$ cat src/rtl/radix4_seq_multiplier.sv
// Iterative radix-4 integer multiplier for the MUL/MULU path.
// Two multiplier bits are retired per cycle. The loop stops as soon as the
// remaining multiplier bits are all zero. A signed multiply runs on operand
// magnitudes, and the result sign is applied on the completion edge.
module radix4_seq_multiplier #(
    parameter int unsigned WIDTH = 32
) (
    input  logic               clk,
    input  logic               rst,
    input  logic               start,
    input  logic               signed_mode,
    input  logic [WIDTH-1:0]   operand1,
    input  logic [WIDTH-1:0]   operand2,
    output logic               busy,
    output logic               done,
    output logic [2*WIDTH-1:0] product
);

    typedef enum logic [0:0] {StIdle, StRun} state_e;

    state_e             state_q;
    logic [2*WIDTH-1:0] mcand_q;
    logic [2*WIDTH-1:0] acc_q;
    logic [WIDTH-1:0]   mplier_q;
    logic               sign_q;

    logic [WIDTH-1:0]   mag1;
    logic [WIDTH-1:0]   mag2;
    logic               res_sign;
    logic [2*WIDTH-1:0] pp;
    logic [2*WIDTH-1:0] acc_neg;

    // Operand conditioning: the magnitude of -2^(W-1) wraps to 2^(W-1), which is still correct
    always_comb begin
        mag1     = operand1;
        mag2     = operand2;
        res_sign = 1'b0;
        if (signed_mode) begin
            if (operand1[WIDTH-1]) mag1 = ~operand1 + WIDTH'(1);
            if (operand2[WIDTH-1]) mag2 = ~operand2 + WIDTH'(1);
            res_sign = operand1[WIDTH-1] ^ operand2[WIDTH-1];
        end
    end

    // Partial product for the current radix-4 digit, plus the negated accumulator for the sign fix
    always_comb begin
        pp = '0;
        case (mplier_q[1:0])
            2'b00:   pp = '0;
            2'b01:   pp = mcand_q;
            2'b10:   pp = mcand_q << 1;
            2'b11:   pp = mcand_q + (mcand_q << 1);
            default: pp = '0;
        endcase
        acc_neg = ~acc_q + (2 * WIDTH)'(1);
    end

    // Control FSM with registered busy/done/product; product is written only on completion
    always_ff @(posedge clk) begin
        if (rst) begin
            state_q  <= StIdle;
            mcand_q  <= '0;
            acc_q    <= '0;
            mplier_q <= '0;
            sign_q   <= 1'b0;
            busy     <= 1'b0;
            done     <= 1'b0;
            product  <= '0;
        end else begin
            done <= 1'b0;
            case (state_q)
                StIdle: begin
                    if (start) begin
                        mcand_q  <= {{WIDTH{1'b0}}, mag1};
                        mplier_q <= mag2;
                        acc_q    <= '0;
                        sign_q   <= res_sign;
                        busy     <= 1'b1;
                        state_q  <= StRun;
                    end
                end
                StRun: begin
                    if (mplier_q != '0) begin
                        acc_q    <= acc_q + pp;
                        mcand_q  <= mcand_q << 2;
                        mplier_q <= mplier_q >> 2;
                    end else begin
                        product <= sign_q ? acc_neg : acc_q;
                        done    <= 1'b1;
                        busy    <= 1'b0;
                        state_q <= StIdle;
                    end
                end
                default: state_q <= StIdle;
            endcase
        end
    end

endmodule

$ cat config.mk
export PLATFORM = sky130hd
export DESIGN_NAME = radix4_seq_multiplier
export DESIGN_NICKNAME = d
export VERILOG_FILES = /design/src/rtl/radix4_seq_multiplier.sv
export SDC_FILE = /design/constraint.sdc
export NUM_CORES = 1
export LEC_CHECK = 0
export ABC_CLOCK_PERIOD_IN_PS = 10750
export CAP_MARGIN = 40
export CORE_AREA = 2 2 190 192
export DETAILED_ROUTE_END_ITERATION = 10
export DIE_AREA = 0 0 192 194
export PLACE_DENSITY_LB_ADDON = 0.2
export SLEW_MARGIN = 10
export SYNTH_ARGS = -nofsm -noshare
export SYNTH_HDL_FRONTEND = slang
export SYNTH_SLANG_ARGS = --single-unit
$ cat constraint.sdc
create_clock -name clk -period 10.75 [get_ports clk]
set_input_delay 1.6125 -clock clk [delete_from_list [all_inputs] [get_ports clk]]
set_output_delay 1.6125 -clock clk [all_outputs]
set_load 0.02 [all_outputs]
After elaboration in Yosys (flattened, before gate mapping)
Cells that the tools add are included.
{ "totals": {"inputBits": 68, "output_inout_bits": 66, "regBits": 228} }
{ "op_classes": {"n_mux": 23, "n_bitwise": 6, "addsub": 5, "n_eq_ne": 6, "reduce_logical": 7} }
{ "ops": {"columns": ["op", "n"], "rows": [
  ["2-to-1 mux 64 bit", 5],
  ["case mux 64 bit (2 select lines)", 2],
  ["case mux 64 bit (4 select lines)", 1],
  ["2-to-1 mux 32 bit", 6],
  ["adder 64 bit", 2],
  ["adder 32 x 1 -> 32 bit, second input constant", 2],
  ["adder 64 x 1 -> 64 bit, second input constant", 1],
  ["NOT 32 bit", 2],
  ["NOT 64 bit", 1],
  ["case mux 32 bit (2 select lines)", 1],
  ["nonzero test 32 bit", 1],
  ["AND reduction 2 bit", 4],
  ["2-to-1 mux 1 bit", 6],
  ["equality test 2 bit, second input constant", 2],
  ["inequality test 2 bit, second input constant", 2],
  ["case mux 1 bit (2 select lines)", 2],
  ["equality test 2 x 1 -> 1 bit, second input constant", 1],
  ["logical NOT 2 bit", 1],
  ["inequality test 2 x 1 -> 1 bit, second input constant", 1],
  ["NOT 1 bit", 2],
  ["OR reduction 2 bit", 1],
  ["XOR 1 bit", 1]
]} }

Logic depth before layout (Yosys ltp)
Gate-level depths: netlist of run 1.
{ "depth": {"depth_word": 6, "depth_mapped": 28, "mapped_depth_nobuf": 27} }

Worst setup path after synthesis of run 1
Ideal clock, no wire load.
{ "synth_timing": {"kind": "register to register", "start": "register mcand_q[24]", "end": "register acc_q[63]", "t_required_ns": 10.633, "setup_time_ns": 0.117, "period_less_slack_ns": 5.811, "setup_slack_ns": 4.939, "stages_incl_launch_ff": 28, "path_buffers": 2, "arrival_ns": 5.694, "cell_sequence": "dfxtp_1 > ha_1 > clkbuf_1 > a21o_1 > a21o_1 > a21o_1 > a221oi_1 > o21ai_0 > a21o_1 > a211oi_1 > o31ai_1 > a21boi_1 > xnor2_1 > mux2i_1 > o21ai_1 > ha_1 > buf_4 > nand4_4 > or4_4 > o31ai_2 > a21oi_1 > o311ai_1 > a211oi_2 > o31ai_4 > a311oi_1 > or4_1 > a31o_1 > a22o_1"} }
{ "synth_via": {"elab_chain_len": 5} }
{ "synth_lines": {"columns": ["item", "line_no", "text"], "rows": [
  ["start, declared", "22", "logic [2*WIDTH-1:0] mcand_q;"],
  ["start signal, assigned", "74", "mcand_q <= {{WIDTH{1'b0}}, mag1};"],
  ["start signal, assigned", "85", "mcand_q <= mcand_q << 2;"],
  ["adder 64 bit", "52", "2'b11: pp = mcand_q + (mcand_q << 1);"],
  ["case mux 64 bit (4 select lines) *", "48", "case (mplier_q[1:0])"],
  ["adder 64 bit *", "84", "acc_q <= acc_q + pp;"],
  ["2-to-1 mux 64 bit *", "83", "if (mplier_q != '0) begin"],
  ["case mux 64 bit (2 select lines) *", "71", "case (state_q)"],
  ["end signal, assigned", "84", null],
  ["end, declared", "23", "logic [2*WIDTH-1:0] acc_q;"]
]} }
Mark *: on every way between the ends. The rest lies on a longest branch, timed or not. The select of a mux whose other input is x is not followed.
A chain may end at the register's enable or synchronous reset.

Final worst setup path of run 1
{ "layout_timing": {"start": "register mcand_q[2]", "end": "register acc_q[63]"} }
The elaborated chain is that of the path after synthesis.

==> results of run 1 <==
## power breakdown
group	internal [W]	total [W]	switching, W
clock	0.000665	0.00105	0.000381
sequential	0.000874	0.000919	0.0000446
combinational	0.000178	0.000475	0.000297
total	0.00172	0.00244	0.000722
## final timing paths
kind	cells past startpoint	slack, ns	start	to
max reg2reg	25	4.06	mcand_q[2]	acc_q[63]
max	25	4.06	mcand_q[2]	acc_q[63]
min reg2reg	2	0.47	mplier_q[16]	mplier_q[16]
min	2	0.47	mplier_q[16]	mplier_q[16]
## critical path, delay by kind of cell, from the launching register on
family	cells	cell delay, ns
AOI/OAI and AO/OA	17	3.64
and+or+nand+nor	4	1.50
adders and majority gates	2	0.76
DFF	1	0.46
muxes	1	0.14
xor gates and xnor gates	1	0.10
## kinds of logic (layout without fill, tap and decap cells)
group / Yosys count / count (layout) / synth area share, %
xor+xnor: 236 / 236 / 10.77
fa+ha+maj: 130 / 130 / 8.555
flops: 228 / 228 / 23.79
buf+inv: 208 / 246 / 4.936
mux: 60 / 60 / 3.130
compound gates: 874 / 874 / 28.83
simple gates: 821 / 821 / 20.00
## cell usage after synthesis (13+ instances only)
| cell type | number |
|---|---|
| nor2b_1 | 23 |
| dfxtp_1 | 228 |
| xor2_1 | 128 |
| ha_1 | 128 |
| clkbuf_1 | 136 |
| o21ai_0 | 226 |
| a22o_1 | 42 |
| nand2_1 | 376 |
| mux2i_1 | 60 |
| nand2b_1 | 17 |
| o41ai_1 | 20 |
| a31oi_1 | 18 |
| nor2_1 | 165 |
| inv_1 | 43 |
| nand3_1 | 61 |
| xnor2_1 | 108 |
| o31ai_1 | 36 |
| nand4_1 | 29 |
| o21a_1 | 17 |
| nor3_1 | 30 |
| a21o_1 | 84 |
| a211oi_1 | 58 |
| nor4_1 | 22 |
| a21oi_1 | 251 |
| o21bai_1 | 26 |
| or4_1 | 13 |
| o21ai_1 | 26 |
## metrics by stage
step	util, %	area [um2]
after global routing	61.21	21560
after detailed placement	58.31	20540
after CTS	61.21	21560
after floorplan	-	19190
after global placement	58.15	20480
final	61.21	21560
## registers in the layout, summed over array words and instances, names as in the netlist
signal / flops
sign_q: 1
product: 64
mplier_q: 32
busy: 1
state_q: 1
acc_q: 64
done: 1
mcand_q: 64
## area by class of cell
cell class                      count  area [um2]  share of cell area (%)
Clock buffer                       36       759.5                   3.523
Clock inverter                     14       261.5                   1.213
Inverter                           43       161.4                  0.7487
Multi-Input combinational cell   2121       13710                   63.59
Sequential cell                   228        4571                   21.20
Tap cell                          461       576.8                   2.675
Timing Repair Buffer              153        1519                   7.045
## metal layers
layer	part of all wire, %	vias up
li1	-	9299
met1	48	8446
met2	43	591
met3	6.8	75
met4	2.4	2
met5	0.024	-
==> out/results.tsv, run 1 <==
metric	value	unit
routing usage on met3	3.729	%
Hold Fails Final Rpt	0	
later-pin clock latency in the skew report	0.56	ns
Max VDD drop	0.1339	mV
register bit total from synthesis	228	
critical path capture point type	flip-flop	
WP data required	11.21	ns
Hold/Removal Path Class	reg2reg	
relative slew slack	38.95	%
boundary pin count	134	
Total Routing Usage GR	29.23	%
initial antenna violation count	1	
drt pass-1 iters	5	
Vias	18413	
area share of the largest cell type after synthesis	23.79	%
Synth Cell Area	19190	um2
largest net degree at the start of global routing	84	
Worst Tran Pin Value	0.9158	ns
Synth Warn #	0	
crit path launch type	flip-flop	
register area share after synthesis	23.79	%
Post-Place Cells	3006	
grt met2 use	45.25	%
final worst setup slack	4.063	ns
commonest register cell after synthesis	dfxtp_1	
biggest fanout along the worst timing path	8	
most common cell after layout, fill and taps aside	nand2_1	
power consumption	0.002439	W
vias in the first global route	17317	
postcts setup bufs	0	
PwrDens	113.1	nW/um2
Arrival @ worst endpoint	7.15	ns
Layout Nets	2772	
fin crit share	62.20	%
Pleak	8.673	nW
status	finished clean	
Max Clock Freq	149.6	MHz
crit-path max cell delay	0.57	ns
CTS tree	yes	
Sink Count	228	
Tmin final	6.687	ns
Synth Instances	2557	
Clock Tree Root	clkbuf_16	
Worst path slowest cell	or4_4	
final count of negative-setup-slack endpoints	0	
clock tree buffer depth	3	
Setup Skew	0.02136	ns
dpl ws	4.110	ns
vias per inst	6.025	
M1 GR Usage	42.38	%
wire per inst	18.06	um
GRT busiest layer	met2	
global-route wire length before repair	89450	um
cts repair resizes	0	
most frequent cells in the layout	nand2_1, a21oi_1, o21ai_0	
post-synth top area cell	dfxtp_1	
Die Width	192	um
maxcap violations	0	
Synth cell types	95	
WHS	0.4702	ns
DIE HEIGHT	194	um
fill count	3277	
ANT cells	0	
core footprint	35220	um2
Synth Net Count	2755	
die area	37250	um2
Final ANT Viol Nets	0	
layout cells sized above 1	4.894	%
main area contributors after synthesis	dfxtp_1, ha_1, nand2_1	
synthesized area per cell	7.505	um2
Rows	69	
Clock transition at path regs	0.06	ns
grt ovf	0	
RSZ-0062 raised after global routing	no	
DRC errors left	0	
final std cells w/o fill	3056	
Post-synth EDFFs	0	
htree depth	1	
final slew viol count	0	
WL final	55200	um
hold buffers post-CTS	0	
area grow syn2layout	12.35	%
Iter 0 DRT Violations	1245	
hpwl dp	40850	um
fraction of registers with async set/reset	0	%
Num CTS Buffers	27	
type of the worst setup path	reg2reg	
final setup TNS	0	ns
IO Port Bufs	133	
initial core utilization	54.48	%
RD Place Congestion	0.9484	
(Power assumes the default switching activity.)
==> run 2, diff against run 1 <==
ABC_CLOCK_PERIOD_IN_PS = 5700   (was 10750)
clock period = 5.7 ns   (was 10.75 ns; I/O delays follow)
==> out/results.tsv, run 2 (same netlist as run 1, synthesis figures left out) <==
metric	value	unit	change
core footprint	35220	um2	unchanged
Largest regs	acc_q x64, mcand_q x64, product x64		
hold buffers post-CTS	0		unchanged
initial antenna violation count	0		-1
cell mode on critical path	buf_4		
final worst setup slack	-0.2266	ns	-4.290 ns
maxcap violations	0		unchanged
dpl ws	-0.5396	ns	-4.649 ns
Comb pwr share	23.9	%	+4.4 points
switch share	30.95	%	+1.4 points
later-pin clock latency in the skew report	0.57	ns	about the same
Critical R2R Launch	mcand_q[1]		
biggest fanout along the worst timing path	4		-4
largest net degree at the start of global routing	82		-2.4%
Hold Fails Final Rpt	0		unchanged
WP data required	6.16	ns	-5.05 ns
Vias	19670		+6.8%
hold_sp	mplier_q[2]		
boundary pin count	134		unchanged
crit-path max cell delay	0.55	ns	-0.02 ns
PwrDens	191.6	nW/um2	+69%
Num CTS Buffers	27		unchanged
initial core utilization	54.48	%	unchanged
Arrival @ worst endpoint	6.39	ns	-0.76 ns
wire per inst	17.48	um	-3.2%
Max VDD drop	0.2238	mV	+67%
relative slew slack	44.75	%	+5.8 points
Buffers & Inverters on Critical Path	3		+3
hpwl dp	45030	um	+10%
DIE HEIGHT	194	um	unchanged
Clock Tree Root	clkbuf_16		
Pleak	10.31	nW	+19%
Post-Place Cells	3303		+9.9%
cell-internal power	0.003204	W	+87%
global-route wire length before repair	93120	um	+4.1%
area grow syn2layout	26.22	%	
Setup Skew	0.01419	ns	-0.007166 ns
fill count	3071		-6.3%
WL final	58700	um	+6.3%
RD Place Congestion	0.9456		-0.30%
type of the worst setup path	reg2reg		
vias per inst	5.858		-2.8%
final slew viol count	0		unchanged
grt ovf	0		unchanged
final std cells w/o fill	3358		+9.9%
crit path launch type	flip-flop		
Layout Nets	3076		+11%
most frequent cells in the layout	nand2_1, buf_4, a21oi_1		
die area	37250	um2	unchanged
Tmin final	5.927	ns	-0.7601 ns
WHS	0.4717	ns	+0.001500 ns
Clock transition at path regs	0.06	ns	about the same
Critical Path Source	mcand_q[1]		
multi-input logic area	14160	um2	+3.3%
IO Port Bufs	133		unchanged
DRC errors left	0		unchanged
Worst path slowest cell	or4_4		
ANT cells	0		unchanged
most common cell after layout, fill and taps aside	nand2_1		
fin crit share	104.0	%	+42 points
clock tree buffer depth	3		unchanged
Max Clock Freq	168.7	MHz	+13%
Finished Core Util	68.77	%	+7.6 points
status	finished with violations		
Rows	69		unchanged
Final ANT Viol Nets	0		unchanged
CTS tree	yes		
vias in the first global route	18254		+5.4%
Total Routing Usage GR	30.58	%	+1.4 points
family with the most delay on the worst path	compound AO/OA/AOI/OAI gates		
Hold/Removal Path Class	reg2reg		
sw power	0.001436	W	+99%
final count of negative-setup-slack endpoints	1		+1
clock power share	38.9	%	-4.0 points
layout cells sized above 1	17.47	%	+13 points
Iter 0 DRT Violations	1274		+2.3%
RSZ-0062 raised after global routing	yes		
storage element area	4588	um2	+0.38%
Die Width	192	um	unchanged
Worst Tran Pin Value	0.8278	ns	-0.08802 ns
Seq pwr share	37.2	%	-0.5 points
critical path capture point type	flip-flop		
htree depth	1		unchanged
failing checks	negative setup slack		
Sink Count	228		unchanged
drt pass-1 iters	6		+1
==> run 2: power groups by stage <==
stage,Combinational [W],Clock (W),Sequential [W]
5_1_grt,0.00121,0.00189,0.00173
6_report,0.00111,0.00181,0.00173
4_1_cts,0.00108,0.00183,0.00172
3_3_place_gp,0.00105,0,0.00175
3_5_place_dp,0.00107,0,0.00175
2_1_floorplan,0.000636,0,0.00174
==> run 2: per-stage QoR <==
step | total power, W | area [um2] | setup TNS, ns
final | 0.004640 | 24220 | -0.2266
after global routing | 0.004833 | 24220 | -0.7436
after CTS | 0.004632 | 23780 | -0.2259
after global placement | 0.002797 | 22750 | -1.019
after floorplan | 0.002372 | 19210 | 0
after detailed placement | 0.002823 | 22780 | -1.385
==> run 2: worst register-to-register path, cell delays in order (launching register included) <==
cell and delay, ns:
dfxtp_4 0.36, ha_4 0.26, a21oi_2 0.05, and4b_1 0.28
o211ai_1 0.10, buf_4 0.16, a2111oi_4 0.36, o21ba_4 0.22
o211a_1 0.16, a211oi_2 0.06, o31ai_2 0.34, buf_4 0.19
xnor2_2 0.11, o221ai_2 0.14, ha_1 0.33, and2_4 0.15
nand3_4 0.07, or4_4 0.55, o31ai_2 0.22, a21oi_1 0.08
o311ai_1 0.08, buf_4 0.18, a211oi_4 0.07, o31ai_4 0.28
a311oi_2 0.16, or4_4 0.50, a31o_1 0.22, a22o_1 0.17
==> run 2: timing repair <==
item,in CTS,in global routing
gates resized for setup,19,95
endpoints found under the setup margin,9,21
endpoints found under the hold margin,0,0
pin swaps,12,35
setup buffers,0,8
==> run 2: worst paths after layout <==
path,to,depth (start not counted),slack (ns)
worst max-delay path,acc_q[63],27,-0.23
worst min-delay path,mplier_q[2],2,0.47
worst max register to register,acc_q[63],27,-0.23
worst min register to register,mplier_q[2],2,0.47
==> run 2: area by class of cell <==
class	count	area share [%]
clock buffers	35	3.120
well taps	461	2.381
clock inverters	13	0.6767
inverters	43	0.6664
flip-flops and latches	228	18.94
repair buffers	457	15.76
multi-input cells	2121	58.45
==> run 2: layer usage <==
metal | GRT usage, % | part of all wire [%] | vias to the layer above
li1 | - | - | 9889
met1 | 44.44 | 48 | 9098
met4 | 7.125 | 2.1 | 0
met2 | 48.24 | 43 | 606
met3 | 3.493 | 6.6 | 77
met5 | 0 | 0 | -
